**config.mk**
```make
export PLATFORM = sky130hd
export DESIGN_NAME = seg_disp_sched
export DESIGN_NICKNAME = d
export VERILOG_FILES = /design/src/rtl/seg_disp_sched.sv
export SDC_FILE = /design/constraint.sdc
export NUM_CORES = 1
export LEC_CHECK = 0
export ABC_AREA = 1
export CAP_MARGIN = 10
export CORE_MARGIN = 4
export CORE_UTILIZATION = 41
export CTS_CLUSTER_SIZE = 40
export DETAILED_ROUTE_END_ITERATION = 8
export PLACE_DENSITY = 0.82
export SETUP_SLACK_MARGIN = 0.1
export SLEW_MARGIN = 20
export SYNTH_ARGS = -nofsm -noshare
export SYNTH_HDL_FRONTEND = slang
export SYNTH_SLANG_ARGS = --single-unit
export TNS_END_PERCENT = 1
```
**constraint.sdc**
```tcl
create_clock -name clk -period 2.2 [get_ports clk]
set_clock_uncertainty 0.05 [all_clocks]
set_input_delay 0.33 -clock clk [delete_from_list [all_inputs] [get_ports clk]]
set_output_delay 0.33 -clock clk [all_outputs]
set_load 0.01 [all_outputs]
```
**src/rtl/seg_disp_sched.sv**
```systemverilog
// Round-robin scheduler that time-shares the 8-digit seven-segment driver
// between four requesters, with dwell-based rotation, manual advance and hold.
module seg_disp_sched #(
  parameter int unsigned DWELL = 10_000_000,
  parameter int unsigned CNT_W = 24
) (
  input  logic         clk,
  input  logic         rstn,
  input  logic [3:0]   src_req,
  input  logic [255:0] src_data,
  input  logic [3:0]   src_mode,
  input  logic         btn_next,
  input  logic         auto_en,
  input  logic         hold,
  output logic [3:0]   src_grant,
  output logic [63:0]  o_data,
  output logic         o_mode,
  output logic [1:0]   o_idx,
  output logic         o_valid
);

  localparam logic [CNT_W-1:0] LAST = CNT_W'(DWELL - 1);

  typedef enum logic {IDLE, SHOW} state_t;

  state_t             state;
  logic [1:0]         cur, ptr;
  logic [CNT_W-1:0]   cnt;
  logic               btn_q;
  logic [3:0][63:0]   data_v;

  logic               found;
  logic [1:0]         win;
  logic               drop, expire, press, advance;

  assign data_v = src_data;

  // Search ptr+1 .. ptr+4 (mod 4); the last-granted source is considered last.
  function automatic logic [2:0] arb(input logic [3:0] req, input logic [1:0] p);
    logic [1:0] c;
    logic       f;
    logic [1:0] w;
    f = 1'b0;
    w = p;
    for (int k = 1; k <= 4; k++) begin
      c = p + 2'(k);
      if (!f && req[c]) begin
        f = 1'b1;
        w = c;
      end
    end
    return {f, w};
  endfunction

  always_comb begin
    {found, win} = arb(src_req, ptr);
  end

  assign drop    = ~src_req[cur];
  assign expire  = auto_en && (cnt == LAST);
  assign press   = btn_next & ~btn_q;
  assign advance = drop | expire | press;

  always_ff @(posedge clk or negedge rstn) begin
    if (!rstn) begin
      state     <= IDLE;
      cur       <= 2'd0;
      ptr       <= 2'd3;
      cnt       <= '0;
      btn_q     <= 1'b0;
      src_grant <= 4'b0000;
      o_data    <= '1;
      o_mode    <= 1'b1;
      o_idx     <= 2'd0;
      o_valid   <= 1'b0;
    end else begin
      // Button history tracks even under hold so release never fakes an edge.
      btn_q <= btn_next;
      if (!hold) begin
        if (state == SHOW) begin
          o_data  <= data_v[cur];
          o_mode  <= src_mode[cur];
          o_idx   <= cur;
          o_valid <= 1'b1;
        end else begin
          o_data  <= '1;
          o_mode  <= 1'b1;
          o_idx   <= 2'd0;
          o_valid <= 1'b0;
        end
        case (state)
          IDLE: begin
            if (found) begin
              state     <= SHOW;
              cur       <= win;
              ptr       <= win;
              cnt       <= '0;
              src_grant <= 4'b0001 << win;
            end
          end
          SHOW: begin
            if (advance) begin
              if (found) begin
                cur       <= win;
                ptr       <= win;
                cnt       <= '0;
                src_grant <= 4'b0001 << win;
              end else begin
                state     <= IDLE;
                src_grant <= 4'b0000;
              end
            end else if (cnt != LAST) begin
              cnt <= cnt + CNT_W'(1);
            end
          end
          default: state <= IDLE;
        endcase
      end
    end
  end

endmodule

```
**Yosys cells after proc, flatten, opt, wreduce, memory -nomap -nowiden**

Index checks and enable logic that the tools add are counted.
W data, S select, Z words.

- Bitwise gates (word level): 7
- Mux-type cells: 43
- Shift operators: 1
- $add $sub $neg: 4
- Reduce and logical (&&, ||, !) cells: 10
- $lt $le $gt $ge: 5
- Equal/unequal tests: 5

Operator list:

| cell | number |
|---|---|
| $bmux W64 S2 | 1 |
| $mux W64 | 2 |
| $mux W24 | 3 |
| $pmux W24 S2 | 1 |
| $add A24 B1 Y24 const B | 1 |
| $eq A24 B24 Y1 const B | 1 |
| $ne A24 B24 Y1 const B | 1 |
| $mux W2 | 9 |
| $lt A2 B3 Y1 const B | 5 |
| $mux W1 | 14 |
| $bmux W1 S2 | 6 |
| $mux W4 | 3 |
| $pmux W2 S2 | 2 |
| $pmux W4 S2 | 1 |
| $add A2 B2 Y2 const B | 2 |
| $logic_and A1 B1 Y1 | 4 |
| $not A1 Y1 | 4 |
| $reduce_and A2 Y1 | 2 |
| $shl A1 B2 Y4 const A | 1 |
| $logic_not A1 Y1 | 3 |
| $ne A3 B1 Y1 const B | 1 |
| $reduce_and A3 Y1 | 1 |
| $add A2 B1 Y2 const B | 1 |
| $ne A2 B1 Y1 const B | 1 |
| 4 further kinds | 5 |

- Word-level logic and storage cells: 85
- Output and inout bits: 72
- Bits of input ports: 269
- Flip-flop bits (word level): 102

**Longest topological paths before layout**

Gate-level depths: netlist of the first run.

- Depth after elaboration: 17
- Mapped depth: 14
- Gate-level depth less buffers: 13

**Least setup slack after synthesis of the first run**

OpenSTA, ideal clock, no wires.

- Path type: register to register
- Start: reg cnt[0]
- End: reg cnt[7]
- Data arrival time: 1.555 ns
- Period minus slack after synthesis: 1.725 ns
- Setup time: 0.120 ns
- Path buffers: 1
- Cell stages (with the launch flop): 12
- Required time: 2.030 ns
- Path slack: 0.475 ns
- Cells stage by stage: dfrtp_1 ha_1 nand2_1 nor2_2 nand2_1 nor2_1 nand3_1 nand2_2 nor2_4 buf_4 o21ai_0 nand2_1

- Cells in the longest elaborated chain, start to end: 6
- Elaborated cells on any way between the ends: 11
- Classes of those cells: 1 x add/sub; 3 x eq/ne; 3 x mux; 2 x bitwise; 2 x reduce/logical

RTL lines:

| element | RTL line | RTL |
|---|---|---|
| from (decl) | 28 | `logic [CNT_W-1:0] cnt;` |
| from (signal assigned) | 113 | `cnt <= cnt + CNT_W'(1);` |
| branches (longest 6 deep; another with $add A24 B1 Y24) | - |  |

Several ways; the timed one is not identified. The select of a mux whose other input is x is not followed.
A chain may end at the register's enable or synchronous reset.

**Worst setup path after layout of the first run**

- Start: reg cnt[1]
- End: reg cnt[3]

Same word-level chain as after synthesis.

==> results of run 1 <==
layout make-up:
class,instances,area [µm²]
Timing Repair Buffer,362,3690
Inverter,104,393
Sequential cell,102,2640
Clock inverter,4,46.3
Fill cell,1421,5200
Antenna cell,10,25.0
Clock buffer,12,246
Multi-Input combinational cell,680,3420
Tap cell,216,270
registers in the layout, indices dropped and copies added (netlist names):
| register | count |
|---|---|
| src_grant | 4 |
| state | 1 |
| btn_q | 1 |
| cur | 2 |
| o_idx | 2 |
| o_data | 64 |
| o_valid | 1 |
| o_mode | 1 |
| ptr | 2 |
| cnt | 24 |
cell families after synthesis:
family                     after synthesis
adders and majority gates                1
buffers and inverters                  167
xor gates and xnor gates                 8
and+or+nand+nor                        387
AOI/OAI and AO/OA                      283
DFF                                    102
timing repair:
action	4_1_cts	5_1_grt
setup buffers	0	1
gates resized for setup	0	5
hold endpoints to repair	10	0
hold buffers	1	0
endpoints found under the setup margin	0	30
power groups by stage:
stage          Combinational, mW  Sequential (mW)  Clock (mW)
2_1_floorplan               3.05             3.59           0
3_5_place_dp                6.21             3.41           0
5_1_grt                     6.86             3.47        1.76
6_report                    6.32             3.39        1.63
4_1_cts                     6.25             3.38        1.67
3_3_place_gp                6.14             3.37           0
through the flow:
step | instances | util | area (µm²)
detailed placement | 1461 | 0.650 | 10400
CTS | 1478 | 0.669 | 10700
finish | 1490 | 0.674 | 10700
global route | 1490 | 0.674 | 10700
floorplan | 948 | - | 6690
global placement | 1461 | 0.650 | 10400
how the worst max path moves through the flow:
stage                    start  endpoint  slack (ns)  depth (start not counted)
detailed placement  src_req[2]   cnt[12]        0.13                         10
finish                  cnt[1]    cnt[3]        0.28                         10
global placement    src_req[2]    cnt[7]        0.15                         10
global route            cnt[1]    cur[0]         0.1                         11
floorplan               cnt[0]    cnt[7]        0.47                         11
CTS                     cnt[0]    cnt[3]        0.15                         10
synthesized netlist by cell type (3+ instances only):
| cell type | count |
|---|---|
| a21oi_1 | 5 |
| nand2_1 | 161 |
| buf_6 | 4 |
| nand2_2 | 8 |
| inv_2 | 4 |
| nor2_2 | 3 |
| nor3_1 | 3 |
| nor2_1 | 153 |
| nand4_1 | 11 |
| o21ai_1 | 17 |
| dfrtp_1 | 35 |
| xnor2_1 | 4 |
| inv_1 | 99 |
| clkbuf_1 | 48 |
| buf_2 | 6 |
| buf_4 | 3 |
| o21ai_0 | 194 |
| xor2_1 | 4 |
| dfstp_2 | 67 |
| o221ai_1 | 65 |
| nand3_1 | 38 |
| nand3_2 | 3 |
layer usage:
layer | up-vias | wire [µm] | global-route usage | part of all wire
met1 | 3941 | 11100 | 0.354 | 0.37
met5 | - | 13 | 0 | 0.00044
met3 | 95 | 2590 | 0.0932 | 0.088
met2 | 375 | 14300 | 0.492 | 0.48
met4 | 2 | 1600 | 0.159 | 0.054
li1 | 3820 | - | - | -
critical path: stages (launching register included):
cell and delay [ns]:
dfrtp_1 0.38, ha_1 0.19, nand2_1 0.09, nor2_2 0.16
nand2_1 0.12, nor2_2 0.16, nand3_2 0.16, nand3_4 0.16
nand3_4 0.17, nand2_1 0.12, nand2_1 0.05
==> results.md, run 1 <==
* Post-Synth Adder-Cell Area at 0.00187
* Comb power frac at 0.557
* Top FF cell, synth: dfstp_2
* Min-delay src: btn_next
* Synth Cell Area at 6690 µm²
* Asr flop ratio synth at 1.00
* Global-route wire length before repair at 42800 µm
* Final TNS setup at 0 ns
* Inserted Clock Buffers at 9
* Floorplan core area at 15900 µm²
* Num ports at 341
* P_leak at 4.38 nW
* CTS tree: done
* First DRT Iteration DRCs at 575
* Fin crit period at 1.92 ns
* Synth top area cells: dfstp_2 (26%), o21ai_0 (15%), dfrtp_1 (13%)
* Final hold viol count at 0
* Commonest non-fill, non-tap cell in the layout: clkdlybuf4s50_1
* Skew-Pair Late Insertion Delay at 0.35 ns
* Mapped Cells at 948
* Pwr Density at 1060 nW/µm²
* Maximum fanout along the worst path at 12
* Worst r2r src: cnt[1]
* CTS sink cnt at 102
* Hold/Removal Path Class: input pin to register
* CTS root buffer: clkbuf_16
* Syn Nets at 1218
* Worst vdd ir at 0.907 mV
* DRC viols at 0
* Crit. End Element: register
* Routed via count at 8233
* Worst-path clk slew at 0.07 ns
* Routed len/inst at 19.8 µm
* Htree depth at 3
* Area leader, netlist: dfstp_2
* Post-synth EDFFs at 0
* Nets at 1529
* Die height at 136 µm
* RSZ-0062 raised after global routing: no
* Largest family of logic cells by synthesized area: compound AO/OA/AOI/OAI gates
* Drt total wl at 29600 µm
* Mean Syn Cell Area at 7.06 µm²
* Routability cong. at 0.944
* Final period utilization at 0.872
* Global route total overflow at 0
* Post-synthesis mux area share at 0
* Pin count of the biggest net entering global routing at 114
* Xor-xnor portion of the synthesized cell area at 0.0105
* Post-detail-place hpwl at 22000 µm
* GRT Util Overall at 0.300
* Max Slew Vio Count at 0
* Crit path kind: register to register
* Final setup viols at 0
* Outcome: finished clean
* Initial Util at 0.420
* Die W at 136 µm
* Compound-cell area share of the yosys netlist at 0.249
* Reg-to-reg endpoint: cnt[3]
* Routed Antenna Nets at 0
* Smallest hold slack at 0.427 ns
* Hold Path Sink: btn_q
* Initial antenna violation count at 11
* Slack of the critical path at 0.282 ns
* Reg2reg setup slack at 0.28 ns
* CP required at 2.39 ns
* Startpoint types: register
* Proportion of layout cells with a drive suffix above 1 at 0.108
* Seq cells post-synth at 102
* Std-Cell Rows at 46
* Via density at 5.53
* Total power draw at 11.3 mW
* Most frequent cells in the layout: clkdlybuf4s50_1 (339), o21ai_0 (194), nand2_1 (161)
* CP arrival at 2.11 ns
* Drt first pass iters at 7
* Hold Crit Depth at 1
* Worst slew pin tran at 0.572 ns
* Share of the synthesized area in the top cell type at 0.263
* Post-synthesis sequential area ratio at 0.394
* Slew headroom at 0.619
* Distinct cells, synth at 31
* Sw Ratio at 0.421
* Buffers added on ports at 340
* Reg2reg path depth at 10
* Yosys warnings at 0
* Die area at 18400 µm²
* Int Pwr at 6.56 mW
* Register share of total power at 0.299
* Switching pwr at 4.77 mW
* Max_cap viols at 0
* Place WS at 0.135 ns
* Vias in the first global route at 7771
* Peak Freq at 521 MHz
* Simple-gate share of the synthesized area at 0.244
* Area grow syn2layout at 60.5%
* Clk buf depth at 2
* Clock power share at 0.144
Note: power is estimated with default switching activity, not from simulation.
==> run 2, diff against run 1 <==
Settings changed: CELL_PAD_IN_SITES_DETAIL_PLACEMENT from default to 0, CELL_PAD_IN_SITES_GLOBAL_PLACEMENT from default to 1, CORE_UTILIZATION 41 to 27, PLACE_DENSITY 0.82 to default, PLACE_DENSITY_LB_ADDON from default to 0.1.
==> results.md, run 2 (synthesis results as in run 1) <==
* Outcome: finished clean (unchanged)
* Max_cap viols at 0 (unchanged)
* Reg2reg path depth at 11 (was 10)
* Routed via count at 7721 (was 8233)
* Top reg by flops: o_data (unchanged)
* Initial antenna violation count at 3 (was 11)
* Proportion of layout cells with a drive suffix above 1 at 0.114 (was 0.108)
* Place WS at 0.125 ns (was 0.135 ns)
* GRT Util Overall at 0.216 (was 0.300)
* Hold Crit Depth at 1 (unchanged)
* Drt total wl at 31100 µm (was 29600 µm)
* Final TNS setup at 0 ns (unchanged)
* Worst vdd ir at 0.495 mV (was 0.907 mV)
* Crit path kind: register to register (unchanged)
* Skew-Pair Late Insertion Delay at 0.35 ns (about the same)
* Min-delay src: btn_next (unchanged)
* Peak Freq at 515 MHz (was 521 MHz)
* Commonest non-fill, non-tap cell in the layout: clkdlybuf4s50_1 (unchanged)
* # fillers at 2453 (was 1421)
* Hold Path Sink: btn_q (unchanged)
* Post-detail-place hpwl at 22800 µm (was 22000 µm)
* CTS root buffer: clkbuf_16 (unchanged)
* Worst slew pin tran at 0.543 ns (was 0.572 ns)
* Vias in the first global route at 7546 (was 7771)
* Slew headroom at 0.638 (was 0.619)
* CTS tree: done (unchanged)
* First DRT Iteration DRCs at 466 (was 575)
* Worst r2r src: ptr[0] (was cnt[1])
* Floorplan core area at 24300 µm² (was 15900 µm²)
* DRC viols at 0 (unchanged)
* Worst-path clk slew at 0.07 ns (about the same)
* Clk buf depth at 2 (unchanged)
* CP required at 2.44 ns (was 2.39 ns)
* Final setup viols at 0 (unchanged)
* Routed Antenna Nets at 0 (unchanged)
* Total power draw at 11.6 mW (was 11.3 mW)
* CP arrival at 2.19 ns (was 2.11 ns)
* Biggest regs: o_data x64, cnt x24, src_grant x4 (unchanged)
* Final hold viol count at 0 (unchanged)
* Final period utilization at 0.882 (was 0.872)
* Die W at 165 µm (was 136 µm)
* CTS sink cnt at 102 (unchanged)
* Area grow syn2layout at 63.8% (was 60.5%)
* Fin crit period at 1.94 ns (was 1.92 ns)
* Nets at 1535 (was 1529)
* P_leak at 4.43 nW (was 4.38 nW)
* Std-Cell Rows at 57 (was 46)
* Inserted Clock Buffers at 9 (unchanged)
* Initial Util at 0.275 (was 0.420)
* Global-route wire length before repair at 45600 µm (was 42800 µm)
* Startpoint types: register (unchanged)
* Reg-to-reg endpoint: cnt[3] (unchanged)
* Drt first pass iters at 4 (was 7)
* Num ports at 341 (unchanged)
* Routability cong. at 0.807 (was 0.944)
* RSZ-0062 raised after global routing: yes (was no)
* Crit. End Element: register (unchanged)
* Global route total overflow at 0 (unchanged)
* Htree depth at 3 (unchanged)
* Die height at 165 µm (was 136 µm)
* Buffers added on ports at 340 (unchanged)
* Via density at 4.84 (was 5.53)
* Pin count of the biggest net entering global routing at 86 (was 114)
* Routed len/inst at 19.5 µm (was 19.8 µm)
* Slack of the critical path at 0.259 ns (was 0.282 ns)
* Number of flip-flops in the largest register at 64 (unchanged)
* Most frequent cells in the layout: clkdlybuf4s50_1 (339), o21ai_0 (194), nand2_1 (161) (unchanged)
* Max Slew Vio Count at 0 (unchanged)
* Pwr Density at 1060 nW/µm² (about the same)
* Die area at 27400 µm² (was 18400 µm²)
* Reg2reg setup slack at 0.26 ns (was 0.28 ns)
* Maximum fanout along the worst path at 12 (unchanged)
* Hold/Removal Path Class: input pin to register (unchanged)
[run 2: critical path: stages, from the launching register on]
cell,delay (ns)
dfstp_2,0.60
inv_2,0.14
nand2_1,0.10
nand2_2,0.09
nand2_2,0.08
nand2_2,0.09
nor2_4,0.17
nand3_4,0.14
buf_12,0.17
nand3_4,0.13
nand2_1,0.07
nand2_1,0.06
[run 2: timing repair]
action,4_1_cts,5_1_grt
hold buffers,1,0
hold endpoints to repair,20,0
resized for setup,0,10
setup endpoints to repair,0,31
setup buffers,0,4
[run 2: where the power goes]
group	internal (mW)	switching, mW	total, mW
clock	1.18	0.730	1.91
sequential	2.93	0.390	3.32
combinational	2.69	3.65	6.34
[run 2: routing by layer]
metal  vias up  routed length (µm)  GRT usage
met5         -                  34          0
met4         4                 518     0.0465
met3        29                1990     0.0499
met2       230               15100      0.376
met1      3629               13500      0.272
li1       3829                   -          -
[run 2: layout make-up]
| type | instances | area (µm²) | share of cell area |
|---|---|---|---|
| Tap cell | 324 | 405 | 0.0370 |
| Multi-Input combinational cell | 682 | 3470 | 0.317 |
| Timing Repair Buffer | 366 | 3700 | 0.337 |
| Sequential cell | 102 | 2640 | 0.241 |
| Clock inverter | 3 | 90.1 | 0.00822 |
| Antenna cell | 1 | 2.50 | 0.000228 |
| Clock buffer | 13 | 260 | 0.0237 |
| Inverter | 104 | 393 | 0.0358 |
[run 2: through the flow]
stage	cells	cell area (µm²)	util	hold slack, ns
after global placement	1570	10500	0.431	0.305
after detailed placement	1570	10500	0.431	0.300
after floorplan	948	6690	-	-0.0156
final	1595	11000	0.451	0.419
after global routing	1594	11000	0.451	0.416
after CTS	1587	10800	0.445	0.402
[run 2: worst max-delay path by stage]
| stage | from | end | slack [ns] |
|---|---|---|---|
| global placement | src_req[2] | cnt[17] | 0.16 |
| detailed placement | cnt[0] | cnt[4] | 0.12 |
| floorplan | cnt[0] | cnt[7] | 0.47 |
| CTS | cnt[0] | cnt[20] | 0.11 |
| finish | ptr[0] | cnt[3] | 0.26 |
| global route | cnt[0] | cnt[21] | 0.07 |
==> run 3, diff against run 2 <==
Settings changed: CORE_MARGIN 4 to 2.
==> results.md, run 3 (synthesis results as in run 1) <==
* Number of flip-flops in the largest register at 64 (unchanged)
* Proportion of layout cells with a drive suffix above 1 at 0.115 (was 0.114)
* First DRT Iteration DRCs at 536 (was 466)
* CTS tree: done (unchanged)
* Int Pwr at 6.67 mW (was 6.80 mW)
* Fin crit period at 1.94 ns (about the same)
* Initial Util at 0.275 (unchanged)
* Clock power share at 0.148 (was 0.165)
* Met2 global-route usage at 0.386 (was 0.376)
* Pwr Density at 1040 nW/µm² (was 1060 nW/µm²)
* Nets at 1538 (was 1535)
* Final instance area at 11000 µm² (about the same)
* Num ports at 341 (unchanged)
* GRT Util Overall at 0.227 (was 0.216)
* Routed Antenna Nets at 0 (unchanged)
* Inserted Clock Buffers at 9 (unchanged)
* Routability cong. at 0.878 (was 0.807)
* Max_cap viols at 0 (unchanged)
* Met3 usage at 0.0496 (was 0.0499)
* Worst vdd ir at 0.638 mV (was 0.495 mV)
* Worst slew pin tran at 0.416 ns (was 0.543 ns)
* Outcome: finished clean (unchanged)
* Floorplan core area at 24300 µm² (unchanged)
* Switching pwr at 4.76 mW (was 4.77 mW)
* Total power draw at 11.4 mW (was 11.6 mW)
* Register share of total power at 0.290 (was 0.287)
* Vias in the first global route at 7537 (was 7546)
* Slew headroom at 0.722 (was 0.638)
* Final hold viol count at 0 (unchanged)
* Buffers added on ports at 340 (unchanged)
* Post-detail-place hpwl at 22300 µm (was 22800 µm)
* Crit path kind: register to register (unchanged)
* Pin count of the biggest net entering global routing at 75 (was 86)
* RSZ-0062 raised after global routing: yes (unchanged)
* Initial antenna violation count at 4 (was 3)
* Final setup viols at 0 (unchanged)
* Area grow syn2layout at 63.8% (about the same)
* Skew-Pair Late Insertion Delay at 0.35 ns (about the same)
* P_leak at 4.44 nW (was 4.43 nW)
* Final period utilization at 0.883 (was 0.882)
* Sw Ratio at 0.416 (was 0.412)
* Startpoint types: register (unchanged)
* Via density at 4.84 (about the same)
* Biggest regs: o_data x64, cnt x24, src_grant x4 (unchanged)
* CTS sink cnt at 102 (unchanged)
* DRC viols at 0 (unchanged)
* Clk buf depth at 2 (unchanged)
* # fillers at 2530 (was 2453)
* Max Slew Vio Count at 0 (unchanged)
* Final TNS setup at 0 ns (unchanged)
* CTS root buffer: clkbuf_16 (unchanged)
* CP required at 2.39 ns (was 2.44 ns)
* Die height at 161 µm (was 165 µm)
* Commonest non-fill, non-tap cell in the layout: clkdlybuf4s50_1 (unchanged)
* Most frequent cells in the layout: clkdlybuf4s50_1 (339), o21ai_0 (194), nand2_1 (161) (unchanged)
* Worst-path clk slew at 0.07 ns (about the same)
* CP arrival at 2.13 ns (was 2.19 ns)
* Top reg by flops: o_data (unchanged)
* Drt total wl at 30300 µm (was 31100 µm)
* Drt first pass iters at 4 (unchanged)
* Peak Freq at 515 MHz (about the same)
* Crit. End Element: register (unchanged)
* Routed via count at 7745 (was 7721)
* Met1 Use GR at 0.291 (was 0.272)
* Maximum fanout along the worst path at 6 (was 12)
* Routed len/inst at 19.0 µm (was 19.5 µm)
* Global-route wire length before repair at 45600 µm (about the same)
* GRT Max-Usage Layer: met2 (unchanged)
* Die area at 26100 µm² (was 27400 µm²)
* Std-Cell Rows at 57 (unchanged)
* Comb power frac at 0.562 (was 0.548)
* Hold/Removal Path Class: input pin to asynchronous set/reset pin (was input pin to register)
* Global route total overflow at 0 (unchanged)
* Htree depth at 3 (unchanged)
* Dpl cell area at 10600 µm² (was 10500 µm²)
* Die W at 161 µm (was 165 µm)
run 3: final cells by class:
type                            count  area [µm²]  area share
Tap cell                          324         405      0.0370
Clock inverter                      1        8.76    0.000799
Antenna cell                        3        7.51    0.000685
Timing Repair Buffer              370        3750       0.343
Multi-Input combinational cell    681        3440       0.314
Clock buffer                       15         309      0.0282
Sequential cell                   102        2640       0.241
Inverter                          104         393      0.0359
run 3: final timing paths:
kind / startpoint / cells past startpoint / to / slack (ns)
worst max register to register: cnt[0] / 10 / cnt[15] / 0.26
worst max-delay path: cnt[0] / 10 / cnt[15] / 0.26
worst min-delay path: rstn / 2 / cnt[8] / 0.42
max in group asynchronous: rstn / 3 / o_data[10] / 0.98
min in group clk: btn_next / 1 / btn_q / 0.43
worst min register to register: o_idx[1] / 2 / o_idx[1] / 0.44
run 3: power groups by stage:
stage          Combinational, mW  Clock, mW  Sequential [mW]
2_1_floorplan               3.05          0             3.59
3_3_place_gp                6.40          0             3.34
3_5_place_dp                6.39          0             3.36
4_1_cts                     6.43       1.77             3.33
5_1_grt                     7.10       1.83             3.41
6_report                    6.42       1.69             3.32
run 3: critical path, cell delays in order, from the launching register on:
cell and delay, ns:
dfrtp_1 0.37, ha_1 0.19, nand2_1 0.09, nor2_2 0.15
nand2_1 0.13, nor2_2 0.16, nand3_2 0.15, nand3_4 0.17
nand3_2 0.21, nand2_1 0.11, nand2_1 0.05
run 3: layer usage:
layer / up-vias / part of all wire / wire (µm)
met1: 3689 / 0.44 / 13400
li1: 3832 / - / -
met3: 29 / 0.052 / 1590
met2: 193 / 0.49 / 14800
met5: - / 0.00036 / 11
met4: 2 / 0.018 / 537
run 3: stage by stage:
step                worst slack [ns]  std cells  hold slack (ns)  utilization
floorplan                      0.475        948          -0.0156            -
global placement               0.138       1576            0.247        0.434
detailed placement             0.128       1576            0.250        0.434
CTS                            0.173       1593            0.405        0.447
global route                  0.0785       1599            0.417        0.450
finish                         0.258       1600            0.415        0.451
run 3: timing repair:
action,in CTS,in global routing
hold endpoints to repair,10,0
hold buffers,1,0
gates resized for setup,0,6
setup buffers,0,2
endpoints found under the setup margin,0,31
